`src/rtl/riscv_lsu_pkg.sv`:
```
`default_nettype none
// ============================================================================
//  Module      : riscv_lsu_pkg
//  Description : Shared constants for the RV64 load/store sequencer:
//                opcodes, error codes and FSM state encoding.
//  Revision    : 1.0 - initial release
// ============================================================================
package riscv_lsu_pkg;

    // RV64 major opcodes handled by the sequencer (instruction[6:0])
    localparam logic [6:0] OPC_LOAD  = 7'b0000011;
    localparam logic [6:0] OPC_STORE = 7'b0100011;

    // Error codes reported on err_code_o
    localparam logic [1:0] c_err_none     = 2'b00;
    localparam logic [1:0] c_err_opcode   = 2'b01;
    localparam logic [1:0] c_err_misalign = 2'b10;
    localparam logic [1:0] c_err_timeout  = 2'b11;

    // Sequencer state encoding
    localparam int unsigned c_state_w = 2;
    localparam logic [c_state_w-1:0] c_st_idle = 2'd0;
    localparam logic [c_state_w-1:0] c_st_calc = 2'd1;
    localparam logic [c_state_w-1:0] c_st_req  = 2'd2;
    localparam logic [c_state_w-1:0] c_st_resp = 2'd3;

endpackage
`default_nettype wire

```
`src/rtl/lsu_timeout_counter.sv`:
```
`default_nettype none
// ============================================================================
//  Module      : lsu_timeout_counter
//  Description : Cycle counter bounding how long a memory request may wait
//                for its acknowledge. Saturates at TIMEOUT-1.
//  Ports       : clk       - clock, rising edge
//                rst_n     - asynchronous active-low reset
//                i_clr     - synchronous clear (priority over i_en)
//                i_en      - count one waiting cycle
//                o_expired - count has reached TIMEOUT-1
//  Revision    : 1.0 - initial release
// ============================================================================
module lsu_timeout_counter #(
    parameter int unsigned TIMEOUT = 16
) (
    input  logic clk,
    input  logic rst_n,
    input  logic i_clr,
    input  logic i_en,
    output logic o_expired
);

    localparam int unsigned c_cnt_w = (TIMEOUT > 2) ? $clog2(TIMEOUT) : 1;
    localparam logic [c_cnt_w-1:0] c_last = c_cnt_w'(TIMEOUT - 1);

    logic [c_cnt_w-1:0] r_cnt;

    always_ff @(posedge clk or negedge rst_n) begin
        if (!rst_n) begin
            r_cnt <= '0;
        end else if (i_clr) begin
            r_cnt <= '0;
        end else if (i_en && (r_cnt != c_last)) begin
            r_cnt <= r_cnt + 1'b1;
        end
    end

    assign o_expired = (r_cnt == c_last);

endmodule
`default_nettype wire

```
`src/rtl/lsu_mem_sequencer.sv`:
```
`default_nettype none
// ============================================================================
//  Module      : lsu_mem_sequencer
//  Description : Sequences one RV64 LD/SD at a time between the execute stage
//                and data memory: forms rs1+imm, checks opcode/alignment,
//                runs a req/ack handshake bounded by a timeout, and reports
//                load data or an error code back to the core.
//  Ports       : start_i/opcode_i/rs1_val_i/rs2_val_i/imm_i - core request
//                mem_req_o/mem_we_o/mem_addr_o/mem_wdata_o  - memory request
//                mem_ack_i/mem_rdata_i                      - memory response
//                busy_o/done_o/load_data_o/err_o/err_code_o - core response
//  Revision    : 1.0 - initial release
// ============================================================================
module lsu_mem_sequencer
    import riscv_lsu_pkg::*;
#(
    parameter int unsigned XLEN        = 64,
    parameter int unsigned TIMEOUT     = 16,
    parameter bit          CHECK_ALIGN = 1'b1
) (
    input  logic            clk,
    input  logic            rst_n,
    input  logic            start_i,
    input  logic [6:0]      opcode_i,
    input  logic [XLEN-1:0] rs1_val_i,
    input  logic [XLEN-1:0] rs2_val_i,
    input  logic [XLEN-1:0] imm_i,
    output logic            mem_req_o,
    output logic            mem_we_o,
    output logic [XLEN-1:0] mem_addr_o,
    output logic [XLEN-1:0] mem_wdata_o,
    input  logic            mem_ack_i,
    input  logic [XLEN-1:0] mem_rdata_i,
    output logic            busy_o,
    output logic            done_o,
    output logic [XLEN-1:0] load_data_o,
    output logic            err_o,
    output logic [1:0]      err_code_o
);

    logic [c_state_w-1:0] r_state;
    logic [c_state_w-1:0] w_state_nxt;

    logic [6:0]      r_opcode;
    logic [XLEN-1:0] r_rs1;
    logic [XLEN-1:0] r_imm;
    logic [XLEN-1:0] r_wdata;
    logic [XLEN-1:0] r_addr;
    logic            r_we;
    logic [XLEN-1:0] r_load_data;
    logic [1:0]      r_code;

    logic [XLEN-1:0] w_addr;
    logic            w_is_ld;
    logic            w_is_st;
    logic            w_misalign;
    logic [1:0]      w_calc_code;
    logic            w_in_req;
    logic            w_expired;

    // Effective address; wrap-around modulo 2^XLEN is intentional.
    assign w_addr  = r_rs1 + r_imm;
    assign w_is_ld = (r_opcode == OPC_LOAD);
    assign w_is_st = (r_opcode == OPC_STORE);
    assign w_in_req = (r_state == c_st_req);

    generate
        if (CHECK_ALIGN) begin : g_align_chk
            assign w_misalign = |w_addr[2:0];
        end else begin : g_align_off
            assign w_misalign = 1'b0;
        end
    endgenerate

    // Opcode errors take priority over alignment errors.
    always_comb begin
        w_calc_code = c_err_none;
        if (!(w_is_ld || w_is_st)) begin
            w_calc_code = c_err_opcode;
        end else if (w_misalign) begin
            w_calc_code = c_err_misalign;
        end
    end

    // Counter only runs while a request is outstanding, so it restarts at 0
    // for every access. Expiry in a cycle that also sees ack loses to the ack.
    lsu_timeout_counter #(
        .TIMEOUT (TIMEOUT)
    ) u_timeout (
        .clk       (clk),
        .rst_n     (rst_n),
        .i_clr     (!w_in_req),
        .i_en      (w_in_req && !mem_ack_i),
        .o_expired (w_expired)
    );

    always_ff @(posedge clk or negedge rst_n) begin
        if (!rst_n) begin
            r_state <= c_st_idle;
        end else begin
            r_state <= w_state_nxt;
        end
    end

    always_comb begin
        w_state_nxt = r_state;
        case (r_state)
            c_st_idle: begin
                if (start_i) begin
                    w_state_nxt = c_st_calc;
                end
            end
            c_st_calc: begin
                if (w_calc_code != c_err_none) begin
                    w_state_nxt = c_st_resp;
                end else begin
                    w_state_nxt = c_st_req;
                end
            end
            c_st_req: begin
                if (mem_ack_i || w_expired) begin
                    w_state_nxt = c_st_resp;
                end
            end
            c_st_resp: begin
                w_state_nxt = c_st_idle;
            end
            default: begin
                w_state_nxt = c_st_idle;
            end
        endcase
    end

    // Operand capture, address registration and result code tracking.
    always_ff @(posedge clk or negedge rst_n) begin
        if (!rst_n) begin
            r_opcode <= '0;
            r_rs1    <= '0;
            r_imm    <= '0;
            r_wdata  <= '0;
            r_addr   <= '0;
            r_we     <= 1'b0;
            r_code   <= c_err_none;
        end else begin
            case (r_state)
                c_st_idle: begin
                    if (start_i) begin
                        r_opcode <= opcode_i;
                        r_rs1    <= rs1_val_i;
                        r_imm    <= imm_i;
                        r_wdata  <= rs2_val_i;
                        r_code   <= c_err_none;
                    end
                end
                c_st_calc: begin
                    r_addr <= w_addr;
                    r_we   <= w_is_st;
                    r_code <= w_calc_code;
                end
                c_st_req: begin
                    if (mem_ack_i) begin
                        r_code <= c_err_none;
                    end else if (w_expired) begin
                        r_code <= c_err_timeout;
                    end
                end
                default: begin
                end
            endcase
        end
    end

    // Only an acknowledged read updates the load data register.
    always_ff @(posedge clk or negedge rst_n) begin
        if (!rst_n) begin
            r_load_data <= '0;
        end else if (w_in_req && mem_ack_i && !r_we) begin
            r_load_data <= mem_rdata_i;
        end
    end

    assign mem_req_o   = w_in_req;
    assign mem_we_o    = r_we;
    assign mem_addr_o  = r_addr;
    assign mem_wdata_o = r_wdata;
    assign busy_o      = (r_state != c_st_idle);
    assign done_o      = (r_state == c_st_resp);
    assign err_o       = done_o && (r_code != c_err_none);
    assign err_code_o  = r_code;
    assign load_data_o = r_load_data;

endmodule
`default_nettype wire
```
`config.mk`:
```
export PLATFORM = sky130hd
export DESIGN_NAME = lsu_mem_sequencer
export DESIGN_NICKNAME = d
export VERILOG_FILES = /design/src/rtl/riscv_lsu_pkg.sv /design/src/rtl/lsu_timeout_counter.sv /design/src/rtl/lsu_mem_sequencer.sv
export SDC_FILE = /design/constraint.sdc
export NUM_CORES = 1
export LEC_CHECK = 0
export ABC_AREA = 1
export CORE_UTILIZATION = 35
export DETAILED_ROUTE_END_ITERATION = 16
export GPL_TIMING_DRIVEN = 0
export SETUP_SLACK_MARGIN = 0.02
export SYNTH_ARGS = -nofsm -noshare
export SYNTH_HDL_FRONTEND = slang
export SYNTH_SLANG_ARGS = --single-unit
```
`constraint.sdc`:
```
create_clock -name clk -period 5.66 [get_ports clk]
set_input_delay 1.132 -clock clk [delete_from_list [all_inputs] [get_ports clk]]
set_output_delay 1.132 -clock clk [all_outputs]
set_load 0.1 [all_outputs]
```
[Word-level counts from Yosys, hierarchy flattened]
Index checks and enable logic that the tools add are counted.
Storage, ports and cells
  register bits after elaboration: 336
  input bits: 267
Cells by class
  $add $sub $neg: 2
  equal/unequal tests: 11
  multiplexer cells: 12
  reductions and logical operators: 18
Operators with widths (number)
  adder 64 bit: 1
  two-way mux 2 bit: 7
  two-way mux 4 bit: 2
  case mux 2 bit (4 select lines): 1
  == test 7 x 2 -> 1 bit (second input constant): 1
  == test 7 x 6 -> 1 bit (second input constant): 1
  case mux 2 bit (3 select lines): 1
  nonzero test 2 bit: 3
  logical AND 1 bit: 5
  adder 4 x 1 -> 4 bit (second input constant): 1
  == test 2 bit (second input constant): 2
  == test 4 bit (second input constant): 1
  inequality test 2 x 1 -> 1 bit (second input constant): 2
  inequality test 4 bit (second input constant): 1
  AND reduction 2 bit: 2
  inequality test 3 x 2 -> 1 bit (second input constant): 1
  AND reduction 3 bit: 1
  nonzero test 3 bit: 1
  OR reduction 3 bit: 1
  == test 2 x 1 -> 1 bit (second input constant): 1
  zero test 1 bit: 2
  zero test 2 bit: 1
  logical OR 1 bit: 2
  inequality test 2 bit (second input constant): 1
  two-way mux 1 bit: 1

[Depth between registers and ports, before layout]
Gate-level depths: netlist (run 1).
  depth in word-level cells: 7
  mapped depth: 16

[Modules after synthesis]
A second synthesis (run 1) with hierarchy kept.
Second synthesis, totals
  cell total of the unflattened synthesis: 2119
  area, all modules: 18425.2 um^2
By module, submodules not included
  lsu_mem_sequencer: instances 1, cells each 2090, area each 18200.0 um^2, seq. area each 8308.0 um^2
  lsu_timeout_counter: instances 1, cells each 29, area each 225.2 um^2, seq. area each 100.1 um^2

[Least setup slack after synthesis (run 1)]
Ideal clock, no wire load.
  kind: register to output
  start point: register r_state[0]
  end point: output err_o
  arrival time: 2.845 ns
  data required time: 4.528 ns
  slack: 1.683 ns
  cell stages (with the launch flop): 4
  path through: dfrtp_1 > ha_1 > inv_1 > a21oi_1
On the way
  cells in the longest elaborated chain, start to end: 2
Ends and longest elaborated chain
  from (decl): RTL line lsu_mem_sequencer.sv:41  | logic [c_state_w-1:0] r_state;
  from (signal assigned): RTL line lsu_mem_sequencer.sv:99  | r_state <= c_st_idle;
  from (signal assigned): RTL line lsu_mem_sequencer.sv:101  | r_state <= w_state_nxt;
  == test 2 bit: RTL line lsu_mem_sequencer.sv:187  | assign done_o = (r_state == c_st_resp);
  net done_o: RTL line lsu_mem_sequencer.sv:35  | output logic done_o,
  logical AND 1 bit: RTL line lsu_mem_sequencer.sv:188  | assign err_o = done_o && (r_code != c_err_none);
  to (decl): RTL line lsu_mem_sequencer.sv:37  | output logic err_o,
The timed path passes the listed nets, and every way through them passes these cells.

[Worst setup path after layout (run 1)]
  start point: register r_state[0]
  end point: output mem_req_o
On the way
  cells in the longest elaborated chain, start to end: 1
Ends and longest elaborated chain
  == test 2 bit: RTL line lsu_mem_sequencer.sv:65  | assign w_in_req = (r_state == c_st_req);
  to (decl): RTL line lsu_mem_sequencer.sv:28  | output logic mem_req_o,
Every way passes these cells.

==> flow_summary.json, run 1 <==
{
  "cts_resized": 0,
  "grt_pass1_vias": 16300,
  "drv_slew": 0,
  "grtUsageTotal_pct": 23.5,
  "worstPathArrival_ns": 2.73,
  "cp_top_family": "buffers and inverters",
  "worst_slack_ns": 1.80,
  "antenna_found_initial": 17,
  "rows": 83,
  "clock-sinks": 336,
  "synth_area_leaders": "dfrtp_1 (46%), mux2_2 (16%), nand2_1 (14%)",
  "cp.required_ns": 4.53,
  "yosysSeqAreaShare_pct": 45.7,
  "async_flop_share_pct": 100,
  "dieHeight_um": 231,
  "synth.avg_cell_area_um2": 8.70,
  "totalWireLength_um": 62100,
  "cap_violations": 0,
  "critPathBufInv": 2,
  "ios": 466,
  "synth_top_area_share_pct": 45.7,
  "h-tree-depth": 2,
  "pre_cts_ws_ns": 1.58,
  "drt-initial-drc-count": 749,
  "fmax_mhz": 259,
  "viasPerCell": 4.68,
  "synth_cell_types": 33,
  "synthToLayoutAreaGrowth_pct": 37.9,
  "hold_path_class": "register to register",
  "hold_viol": 0,
  "postRouteAntennaNets": 0,
  "cp-start-kind": "register",
  "postCtsHoldBufs": 0,
  "synth.most_common_cell": "nand2_1",
  "synth_edf_count": 0,
  "overflow": 0,
  "initial_core_util_pct": 35.7,
  "cts_root_buf": "clkbuf_16",
  "fp.dieArea_um2": 53500,
  "final_min_period_over_clock_period_pct": 68.2,
  "crit_chain": "inv_1, ha_1, clkdlybuf4s50_1",
  "layout-drive-gt1-share_pct": 15.9,
  "ys_top_cells_by_count": "nand2_1 (678), dfrtp_1 (336), inv_1 (329)",
  "status": "completed",
  "syn_nets": 2453,
  "place_hpwl_um": 50600,
  "worstPathMaxFanout": 6,
  "io_buffers": 465,
  "min_period_ns": 3.86,
  "drtPass1Iterations": 5,
  "nNetsFinal": 2963,
  "critPathKind": "register to output pin",
  "synthCells": 2116,
  "grt_max_degree": 100,
  "wl_per_cell_um": 18.6,
  "rsz0062_at_grt": "no",
  "yosysWarnings": 0,
  "grt_first_pass_wirelength_um": 95100,
  "slew_headroom_pct": 17.9,
  "tightest_slew_ns": 1.23,
  "cts_tree": "built",
  "multi_input_area_um2": 8570,
  "critPathMaxStageDelay_ns": 1.28,
  "post_cts_buffers": 0,
  "clockBufferDepth": 3,
  "cts_buffers": 40,
  "yosys.area.top_type": "dfrtp_1",
  "design.core.area_um2": 51600,
  "setup_viol": 0,
  "ys_ff_latch": 336,
  "syn_area_um2": 18400,
  "fp.dieW_um": 231,
  "n_fill_cell": 4982,
  "vias": 15600,
  "clkLatencyLatePin_ns": 0.58,
  "drc_errors": 0,
  "regArea_um2": 8410,
  "synth_flop_cell": "dfrtp_1",
  "slowest_stage": "clkdlybuf4s50_1",
  "final_core_util_pct": 49.2,
  "worstSetupEndpointType": "output pin",
  "clock_skew_ns": 0.0330,
  "place_congestion": 0.916,
  "cts.clk_slew.worst_paths_ns": 0.06
}
## kinds of logic (layout without fill, tap and decap cells)
| family | count (synthesis) | after routing | share of synthesized area [%] |
|---|---|---|---|
| buffers and inverters | 372 | 909 | 7.79 |
| other | 0 | 5 | 0 |
| muxes | 263 | 263 | 16.1 |
| DFF | 336 | 336 | 45.7 |
| and+or+nand+nor | 955 | 955 | 21.8 |
| adders and majority gates | 70 | 70 | 4.80 |
| xor gates and xnor gates | 28 | 28 | 1.33 |
| AOI/OAI and AO/OA | 92 | 92 | 2.57 |
## worst register-to-register path, delay by kind of cell, from the launching register on
| family | cells | cell delay [ns] |
|---|---|---|
| multiplexers | 1 | 0.38 |
| flip-flops | 1 | 0.40 |
| adder cells (fa/ha/maj) | 1 | 0.22 |
| AND/OR/NAND/NOR | 1 | 0.44 |
| buffers and inverters | 3 | 1.48 |
## stage by stage
stage          std cells  hold WS (ns)  area [um^2]  setup TNS, ns
2_1_floorplan       2116         0.438        18400              0
3_3_place_gp        3261         0.450        23900       -3752.92
3_5_place_dp        3264         0.459        24000              0
4_1_cts             3333         0.472        25400              0
5_1_grt             3337         0.511        25400              0
6_report            3338         0.476        25400              0
## state kept, by name, indices dropped and copies added (netlist names)
signal / cells
u_timeout.r_cnt: 4
mem_wdata_o: 64
r_state: 2
mem_addr_o: 64
err_code_o: 2
r_rs1: 64
load_data_o: 64
r_opcode: 7
mem_we_o: 1
r_imm: 64
## cells in the final DEF (no fill, tap or decap), types with 7 or more instances in the layout
cell type / synthesis / final
a21oi_1: 43 / 43
buf_2: 30 / 30
clkbuf_1: 12 / 20
clkbuf_16: 0 / 40
clkdlybuf4s50_1: 0 / 464
dfrtp_1: 336 / 336
ha_1: 69 / 69
inv_1: 329 / 329
mux2_2: 263 / 263
nand2_1: 678 / 678
nand2_2: 22 / 22
nand3_1: 83 / 83
nand3_2: 7 / 7
nand3b_1: 9 / 9
nand4_1: 11 / 11
nor2_1: 99 / 99
nor2_2: 21 / 21
nor3_1: 10 / 10
o21ai_0: 29 / 29
o21ai_1: 14 / 14
xnor2_1: 26 / 26
## worst paths after layout
check / startpoint / to / slack, ns / depth (start not counted)
max: r_state[0] / mem_req_o / 1.80 / 3
min: u_timeout.r_cnt[3] / u_timeout.r_cnt[3] / 0.48 / 1
max in group asynchronous: rst_n / r_rs1[46] / 3.79 / 3
max reg2reg: r_state[0] / r_imm[36] / 2.59 / 6
min reg2reg: u_timeout.r_cnt[3] / u_timeout.r_cnt[3] / 0.48 / 1
min in group asynchronous: rst_n / mem_wdata_o[60] / 0.53 / 1
## routing by layer
metal,up-vias,global-route usage (%),share of wire (%)
li1,7677,-,-
met1,7409,29.5,43
met2,418,39.6,48
met3,91,6.26,7.3
met4,24,6.44,2.0
met5,-,0,0.26
## final cells by class
class / instances / share of cell area [%]
Buffer: 42 / 0.769
Clock buffer: 54 / 4.39
Sequential cell: 336 / 33.1
Timing Repair Buffer: 468 / 18.7
Inverter: 330 / 4.88
Antenna cell: 5 / 0.0493
Tap cell: 680 / 3.35
Multi-Input combinational cell: 1408 / 33.8
Clock inverter: 15 / 1.01
Power of run 1 is not shown: default switching activity piles up to over one toggle a cycle in this logic, so the estimate is an artifact.
==> run 2: changes to the inputs <==
clock period = 3.6 ns   (was 5.66 ns; I/O delays follow)
==> results of run 2 <==
Same layout as run 1 (identical final DEF). Status: completed.
Among the figures that moved: setup slack after placement 1.58 ns -> -0.0638 ns; setup slack after layout 1.80 ns -> 0.151 ns; hold slack 0.476 ns -> 0.120 ns; register-to-register setup slack 2.59 ns -> 0.53 ns
Power of run 2 is left out for the same reason.
==> run 3: changes to the inputs <==
GPL_ROUTABILITY_DRIVEN = 0   (was default)
clock period = 3.8 ns   (was 3.6 ns; I/O delays follow)
==> run 3 against run 2 <==
Effect of this change:
- global-route usage decreased by 0.62 points
- critical path depth unchanged
- flip-flop and latch count unchanged
- worst hold slack got worse by 0.078 ns
- final area decreased by 0.31%
- critical endpoint unchanged
==> flow_summary.json, run 3 (synthesized netlist as in run 1, its figures left out) <==
{
  "hold_viol": 0,
  "ios": 466,
  "nNetsFinal": 2963,
  "min_period_ns": 3.47,
  "fp.dieW_um": 231,
  "grt_first_pass_wirelength_um": 92800,
  "cts_buffers": 40,
  "h-tree-depth": 2,
  "vias": 15800,
  "cts.clk_slew.worst_paths_ns": 0.06,
  "final_common_cell": "nand2_1",
  "crit_chain": "inv_1, ha_1, clkdlybuf4s50_1",
  "clock-sinks": 336,
  "cp-start-kind": "register",
  "rows": 83,
  "synthToLayoutAreaGrowth_pct": 37.5,
  "hold_path_class": "input port to async pin",
  "final_cell_mix": "nand2_1 (678), clkdlybuf4s50_1 (464), dfrtp_1 (336)",
  "totalWireLength_um": 61000,
  "drv_slew": 0,
  "cts_resized": 0,
  "initial_core_util_pct": 35.7,
  "cp.required_ns": 3.04,
  "drt-initial-drc-count": 887,
  "drc_errors": 0,
  "viasPerCell": 4.74,
  "critPathKind": "register to output pin",
  "slew_headroom_pct": 19.5,
  "tns_ns": 0,
  "placed_area_um2": 24000,
  "io_buffers": 465,
  "slowest_stage": "clkdlybuf4s50_1",
  "grtUsageTotal_pct": 22.9,
  "design_area_um2": 25300,
  "post_cts_buffers": 0,
  "grt_use_met1_pct": 28.3,
  "pre_cts_ws_ns": 0.274,
  "grt_max_degree": 110,
  "cts_tree": "built",
  "worstSetupEndpointType": "output pin",
  "worstPathMaxFanout": 6,
  "setup_viol": 0,
  "dieHeight_um": 231,
  "cap_violations": 0,
  "clockBufferDepth": 3,
  "critPathMaxStageDelay_ns": 1.26,
  "fmax_mhz": 288,
  "clkLatencyLatePin_ns": 0.58,
  "postRouteAntennaNets": 0,
  "busiest_layer": "met2",
  "place_hpwl_um": 49600,
  "clock_skew_ns": 0.0216,
  "cts_root_buf": "clkbuf_16",
  "wl_per_cell_um": 18.3,
  "fp.dieArea_um2": 53500,
  "tightest_slew_ns": 1.20,
  "design.core.area_um2": 51600,
  "worstPathArrival_ns": 2.71,
  "drtPass1Iterations": 7,
  "grt_pass1_vias": 16300,
  "use_met3_pct": 6.24,
  "worst_slack_ns": 0.325,
  "layout-drive-gt1-share_pct": 15.8,
  "final_min_period_over_clock_period_pct": 91.4,
  "overflow": 0,
  "antenna_found_initial": 14,
  "postCtsHoldBufs": 0,
  "use_met2_pct": 38.5,
  "status": "completed",
  "rsz0062_at_grt": "no"
}
## run 3: area by class of cell
cell class,count,area (um^2)
Inverter,330,1240
Clock buffer,59,1180
Multi-Input combinational cell,1408,8570
Timing Repair Buffer,468,4740
Antenna cell,2,5.00
Sequential cell,336,8410
Buffer,42,195
Clock inverter,8,116
Tap cell,680,851
Fill cell,4926,26300
## run 3: through the flow
| stage | hold slack, ns | instances | util, % |
|---|---|---|---|
| after detailed placement | 0.461 | 3264 | 46.5 |
| after global routing | 0.0427 | 3332 | 49.0 |
| after CTS | 0.00826 | 3331 | 49.0 |
| final | 0.0419 | 3333 | 49.0 |
| after global placement | 0.450 | 3261 | 46.3 |
| after floorplan | 0.438 | 2116 | - |
## run 3: metal layers
layer / share of wire [%] / vias to the layer above / wire [um]
met3: 7.9 / 111 / 4840
met2: 47 / 507 / 29000
li1: - / 7670 / -
met5: 0.27 / - / 164
met1: 42 / 7478 / 25500
met4: 2.5 / 24 / 1550
## run 3: path summary, 6_finish.rpt
| path | slack [ns] | cells after the start | end | start |
|---|---|---|---|---|
| max | 0.33 | 3 | mem_req_o | r_state[0] |
| min | 0.04 | 1 | r_imm[5] | rst_n |
| max reg2reg | 0.87 | 6 | r_imm[11] | r_state[0] |
| min reg2reg | 0.48 | 2 | mem_addr_o[63] | mem_addr_o[63] |
| max in group asynchronous | 2.90 | 2 | r_rs1[49] | rst_n |
| min in group clk | 0.48 | 2 | mem_addr_o[63] | mem_addr_o[63] |
## run 3: worst max-delay path, delay by kind of cell, from the launching register on
| kind | cells | cell delay [ns] |
|---|---|---|
| adders and majority gates | 1 | 0.30 |
| buffers and inverters | 2 | 1.39 |
| DFF | 1 | 0.44 |
Power of run 3 is left out for the same reason.
